`config.mk`:
```
export PLATFORM = sky130hd
export DESIGN_NAME = quarter_period_meter
export DESIGN_NICKNAME = d
export VERILOG_FILES = /design/src/rtl/quarter_period_meter.sv
export SDC_FILE = /design/constraint.sdc
export NUM_CORES = 1
export LEC_CHECK = 0
export CAP_MARGIN = 20
export CORE_MARGIN = 2
export CORE_UTILIZATION = 55
export DETAILED_ROUTE_END_ITERATION = 7
export PLACE_DENSITY = 0.77
export SYNTH_ARGS = -nofsm -noshare
export SYNTH_HDL_FRONTEND = slang
export SYNTH_SLANG_ARGS = --single-unit
```
`constraint.sdc`:
```
create_clock -name sclock -period 2.8 [get_ports sclock]
set_input_delay 0.56 -clock sclock [delete_from_list [all_inputs] [get_ports sclock]]
set_output_delay 0.56 -clock sclock [all_outputs]
set_load 0.005 [all_outputs]
```
`src/rtl/quarter_period_meter.sv`:
```
// Measures the period of an asynchronous reference in sclock cycles and publishes period/4.
// Optional input glitch filter is enabled by defining QPM_GLITCH_FILTER_EN.
module quarter_period_meter #(
   parameter int          QP_WIDTH       = 16,
   parameter int          MIN_PERIOD     = 4,
   parameter logic [31:0] TIMEOUT_CYCLES = 32'd1_000_000
) (
   input  logic                sclock,
   input  logic                reset,
   input  logic                sig_in,
   output logic [QP_WIDTH-1:0] count_quarter_period,
   output logic                rt,
   output logic                valid,
   output logic                saturated,
   output logic                timeout,
   output logic                glitch
);

   typedef enum logic {IDLE, MEASURE} state_t;

   localparam logic [32:0] QP_MAX = (33'd1 << QP_WIDTH) - 33'd1;

   function automatic logic qp_over(input logic [31:0] q);
      return {1'b0, q} > QP_MAX;
   endfunction

   function automatic logic [QP_WIDTH-1:0] qp_sat(input logic [31:0] q);
      if (qp_over(q)) return '1;
      else            return q[QP_WIDTH-1:0];
   endfunction

   logic                sync1_q, sync2_q;
   logic                lvl;
   logic                lvl_prev_q, edge_q;
   state_t              state_q, state_d;
   logic [31:0]         period_cnt_q, period_cnt_d;
   logic [31:0]         quarter;
   logic [QP_WIDTH-1:0] count_q, count_d;
   logic                sat_q, sat_d;
   logic                valid_q, valid_d;
   logic                rt_q, rt_d;
   logic                timeout_q, timeout_d;
   logic                glitch_q, glitch_d;

   always_ff @(posedge sclock) begin
      if (reset) begin
         sync1_q <= 1'b0;
         sync2_q <= 1'b0;
      end else begin
         sync1_q <= sig_in;
         sync2_q <= sync1_q;
      end
   end

`ifdef QPM_GLITCH_FILTER_EN
   // The filtered level follows sync2 once it has differed for three cycles in a row.
   logic       flt_q, flt_d;
   logic [1:0] run_q, run_d;

   always_comb begin
      flt_d = flt_q;
      run_d = 2'd0;
      if (sync2_q != flt_q) begin
         if (run_q == 2'd2) flt_d = sync2_q;
         else               run_d = run_q + 2'd1;
      end
   end

   always_ff @(posedge sclock) begin
      if (reset) begin
         flt_q <= 1'b0;
         run_q <= 2'd0;
      end else begin
         flt_q <= flt_d;
         run_q <= run_d;
      end
   end

   assign lvl = flt_d;
`else
   assign lvl = sync2_q;
`endif

   always_ff @(posedge sclock) begin
      if (reset) begin
         lvl_prev_q <= 1'b0;
         edge_q     <= 1'b0;
      end else begin
         lvl_prev_q <= lvl;
         edge_q     <= lvl & ~lvl_prev_q;
      end
   end

   always_ff @(posedge sclock) begin
      if (reset) state_q <= IDLE;
      else       state_q <= state_d;
   end

   always_comb begin
      state_d = state_q;
      case (state_q)
         IDLE:    if (edge_q) state_d = MEASURE;
         MEASURE: if (!edge_q && period_cnt_q == TIMEOUT_CYCLES) state_d = IDLE;
         default: state_d = IDLE;
      endcase
   end

   assign quarter = period_cnt_q >> 2;

   // An edge always wins over a coincident timeout.
   always_comb begin
      period_cnt_d = period_cnt_q;
      count_d      = count_q;
      sat_d        = sat_q;
      valid_d      = valid_q;
      rt_d         = 1'b0;
      timeout_d    = 1'b0;
      glitch_d     = 1'b0;
      case (state_q)
         IDLE: begin
            if (edge_q) period_cnt_d = 32'd1;
         end
         MEASURE: begin
            if (edge_q) begin
               period_cnt_d = 32'd1;
               if (period_cnt_q < 32'(MIN_PERIOD)) begin
                  glitch_d = 1'b1;
               end else begin
                  rt_d    = 1'b1;
                  valid_d = 1'b1;
                  count_d = qp_sat(quarter);
                  sat_d   = qp_over(quarter);
               end
            end else if (period_cnt_q == TIMEOUT_CYCLES) begin
               timeout_d    = 1'b1;
               valid_d      = 1'b0;
               period_cnt_d = 32'd0;
            end else begin
               period_cnt_d = period_cnt_q + 32'd1;
            end
         end
         default: ;
      endcase
   end

   always_ff @(posedge sclock) begin
      if (reset) begin
         period_cnt_q <= 32'd0;
         count_q      <= '0;
         sat_q        <= 1'b0;
         valid_q      <= 1'b0;
         rt_q         <= 1'b0;
         timeout_q    <= 1'b0;
         glitch_q     <= 1'b0;
      end else begin
         period_cnt_q <= period_cnt_d;
         count_q      <= count_d;
         sat_q        <= sat_d;
         valid_q      <= valid_d;
         rt_q         <= rt_d;
         timeout_q    <= timeout_d;
         glitch_q     <= glitch_d;
      end
   end

   assign count_quarter_period = count_q;
   assign saturated            = sat_q;
   assign valid                = valid_q;
   assign rt                   = rt_q;
   assign timeout              = timeout_q;
   assign glitch               = glitch_q;

endmodule

```
==> results.ini <==
[final_layout]
final_cell_area_mm2=0.00343
antenna_cells=0
nets=372
final_common_cell=dfxtp_1
layout_common_cells=58 x dfxtp_1, 28 x nor2_1, 24 x inv_1, 23 x clkdlybuf4s50_1, 21 x nand2_1
final_layout_size_suffix_gt1_frac=0.151
fill_cells=440
area.growth.synth_to_final_pct=19.4

[sta]
relSlewSlack=0.590
report.final.slew_viol_count=0
finalCriticalPeriod_ns=2.39
worstMarginPinSlew_ns=0.612
fin_crit_sh=0.853
fin_hold_ws_ns=0.383
hold_viol=0
rsz0062_at_grt=false
fin_setup_tns_ns=0
fmax_ghz=0.419
final-setup-viol-count=0
fin_worst_skew_ns=0.0125

[detailed_routing]
ant_nets=0
drcViolationCount=0
drt_wl_total_mm=7.73
vias=2780
drt_iter0_drc=190
wl_per_cell_um=17.5
vias_per_cell=6.29
drt_first_pass_iters=7

[floorplanning]
core_mm2=0.00507
dieArea_mm2=0.00582
rows=26
die_w_um=76.3
ioPinCount=24
start_util=0.567
fp.dieH_um=76.3

[clocking]
cts_setup_buffers=0
tritoncts=done
clkTransAtPathRegs_ns=0.07
clock-root-buffer=clkbuf_8
cts_buffers=9
htreeDepth=3
insertion_delay_ns=0.35
cts_hold_buf=0
cts_buffer_depth=2
clkSinkCount=58
ctsResizeCount=0

[global_routing]
grt_pass1_wl_mm=12.8
antenna_found_initial=0
top_usage_layer=met2
use_met3=0.0699
grt_usage=0.281
grt_use_met1=0.362
grt_overflow=0
grt_max_degree=20
use_met2=0.441
grt_pass1_vias=2581

[power_and_ir_drop]
peakVddDrop_mv=0.437
leakagePower_nw=1.17
powerDensity_mw_per_mm2=522

[logic_synthesis]
syn_area_per_cell_um2=8.59
synthesis.nets=340
async_flop_share=0
yosys_warnings=0
synth_edf_count=0
syn_inst=335
syn_area_mm2=0.00288
ys_ff_latch=58
ys_types=51
seq_area_frac_synth=0.404
synthFlopType=dfxtp_1

[status]
status=finished clean

[run]
drv_cap=0

[setup_path]
cp_data_required_time_ns=3.03
startpoint_type=register
cp_max_fo=9
crit_path_end_kind=register
arrival_ns=2.62
path_class=register to register
rrSetupSlack_ns=0.41
rr_worst_depth=6
reg2reg_to=count_quarter_period[5]
r2r-start=period_cnt_q[24]

[hold_path]
whs_path_depth=1
hold_path_class=register to register
whs_endpoint=edge_q
min_from=lvl_prev_q

[placement]
place_congestion=0.917
dp.final_hpwl_mm=5.21
dpl_cell_area_mm2=0.00321
portBuffers=23

-- where the power goes --
part | switching [W] | internal, W
Combinational | 0.0000508 | 0.0000275
Sequential | 0.00000733 | 0.000831
Clock | 0.000369 | 0.000507
Total | 0.000427 | 0.00137
-- registers in the layout, summed over array words and instances (netlist names) --
signal                flops
sync1_q                   1
timeout                   1
period_cnt_q             32
rt                        1
lvl_prev_q                1
lvl                       1
saturated                 1
glitch                    1
edge_q                    1
count_quarter_period     16
state_q                   1
valid                     1
-- cells in the mapped netlist (3+ instances only) --
library cell | n | area share
dfxtp_1 | 58 | 0.40
nor2_1 | 28 | 0.037
inv_1 | 24 | 0.031
a21oi_1 | 21 | 0.037
nand2_1 | 21 | 0.027
nand3_1 | 17 | 0.030
a31oi_1 | 15 | 0.033
nand4_1 | 12 | 0.026
o21ai_0 | 12 | 0.021
nor3_1 | 11 | 0.019
a211oi_1 | 8 | 0.021
nor4_1 | 8 | 0.017
and4_1 | 7 | 0.021
clkbuf_1 | 7 | 0.0091
nor2b_1 | 7 | 0.015
or4_1 | 7 | 0.018
a211oi_2 | 6 | 0.026
a21o_1 | 4 | 0.010
a2bb2oi_1 | 4 | 0.012
a31o_2 | 4 | 0.012
and3_1 | 4 | 0.0087
xnor2_1 | 4 | 0.012
a41oi_1 | 3 | 0.0091
nor4_2 | 3 | 0.013
or3_1 | 3 | 0.0065
-- per-stage QoR --
stage          cells  setup WS (ns)  total power [W]   util
2_1_floorplan    335          0.787         0.000903      -
3_3_place_gp     426          0.454         0.000931  0.632
5_1_grt          442          0.291          0.00184  0.677
4_1_cts          442          0.404          0.00180  0.677
3_5_place_dp     426          0.421         0.000932  0.632
6_report         442          0.412          0.00179  0.677
-- cells by family (layout without fill, tap and decap cells) --
logic type / after synthesis / after routing / share of synthesized area
simple gates: 145 / 145 / 0.302
fa+ha+maj: 2 / 2 / 0.00870
flops: 58 / 58 / 0.404
xor+xnor: 4 / 4 / 0.0122
buf+inv: 40 / 77 / 0.0679
compound gates: 86 / 86 / 0.205
-- worst max-delay path by stage --
stage / to / startpoint
after detailed placement: count_quarter_period[5] / period_cnt_q[24]
after floorplan: period_cnt_q[30] / period_cnt_q[0]
final: count_quarter_period[5] / period_cnt_q[24]
after global routing: period_cnt_q[4] / period_cnt_q[2]
after global placement: count_quarter_period[6] / period_cnt_q[24]
after CTS: count_quarter_period[5] / period_cnt_q[24]
-- cell type report --
class | instances | area (um^2) | area share
inverter | 24 | 90.1 | 0.0262
clock inverter | 7 | 103 | 0.0299
sequential | 58 | 1160 | 0.338
multi-input combinational | 237 | 1530 | 0.446
timing repair buffer | 37 | 335 | 0.0977
clock buffer | 9 | 124 | 0.0361
tap | 70 | 87.6 | 0.0255
-- routing by layer --
layer	wire length (um)	up-vias
met5	0	-
li1	-	1314
met4	206	0
met2	3650	132
met3	571	24
met1	3300	1310
-- critical path: stages (launching register included) --
cell and delay [ns]:
dfxtp_1 0.37, or4_1 0.67, nor4_2 0.46, a31oi_1 0.30, buf_4 0.26, nor2_1 0.12
a211oi_1 0.08
(Power assumes the default switching activity.)
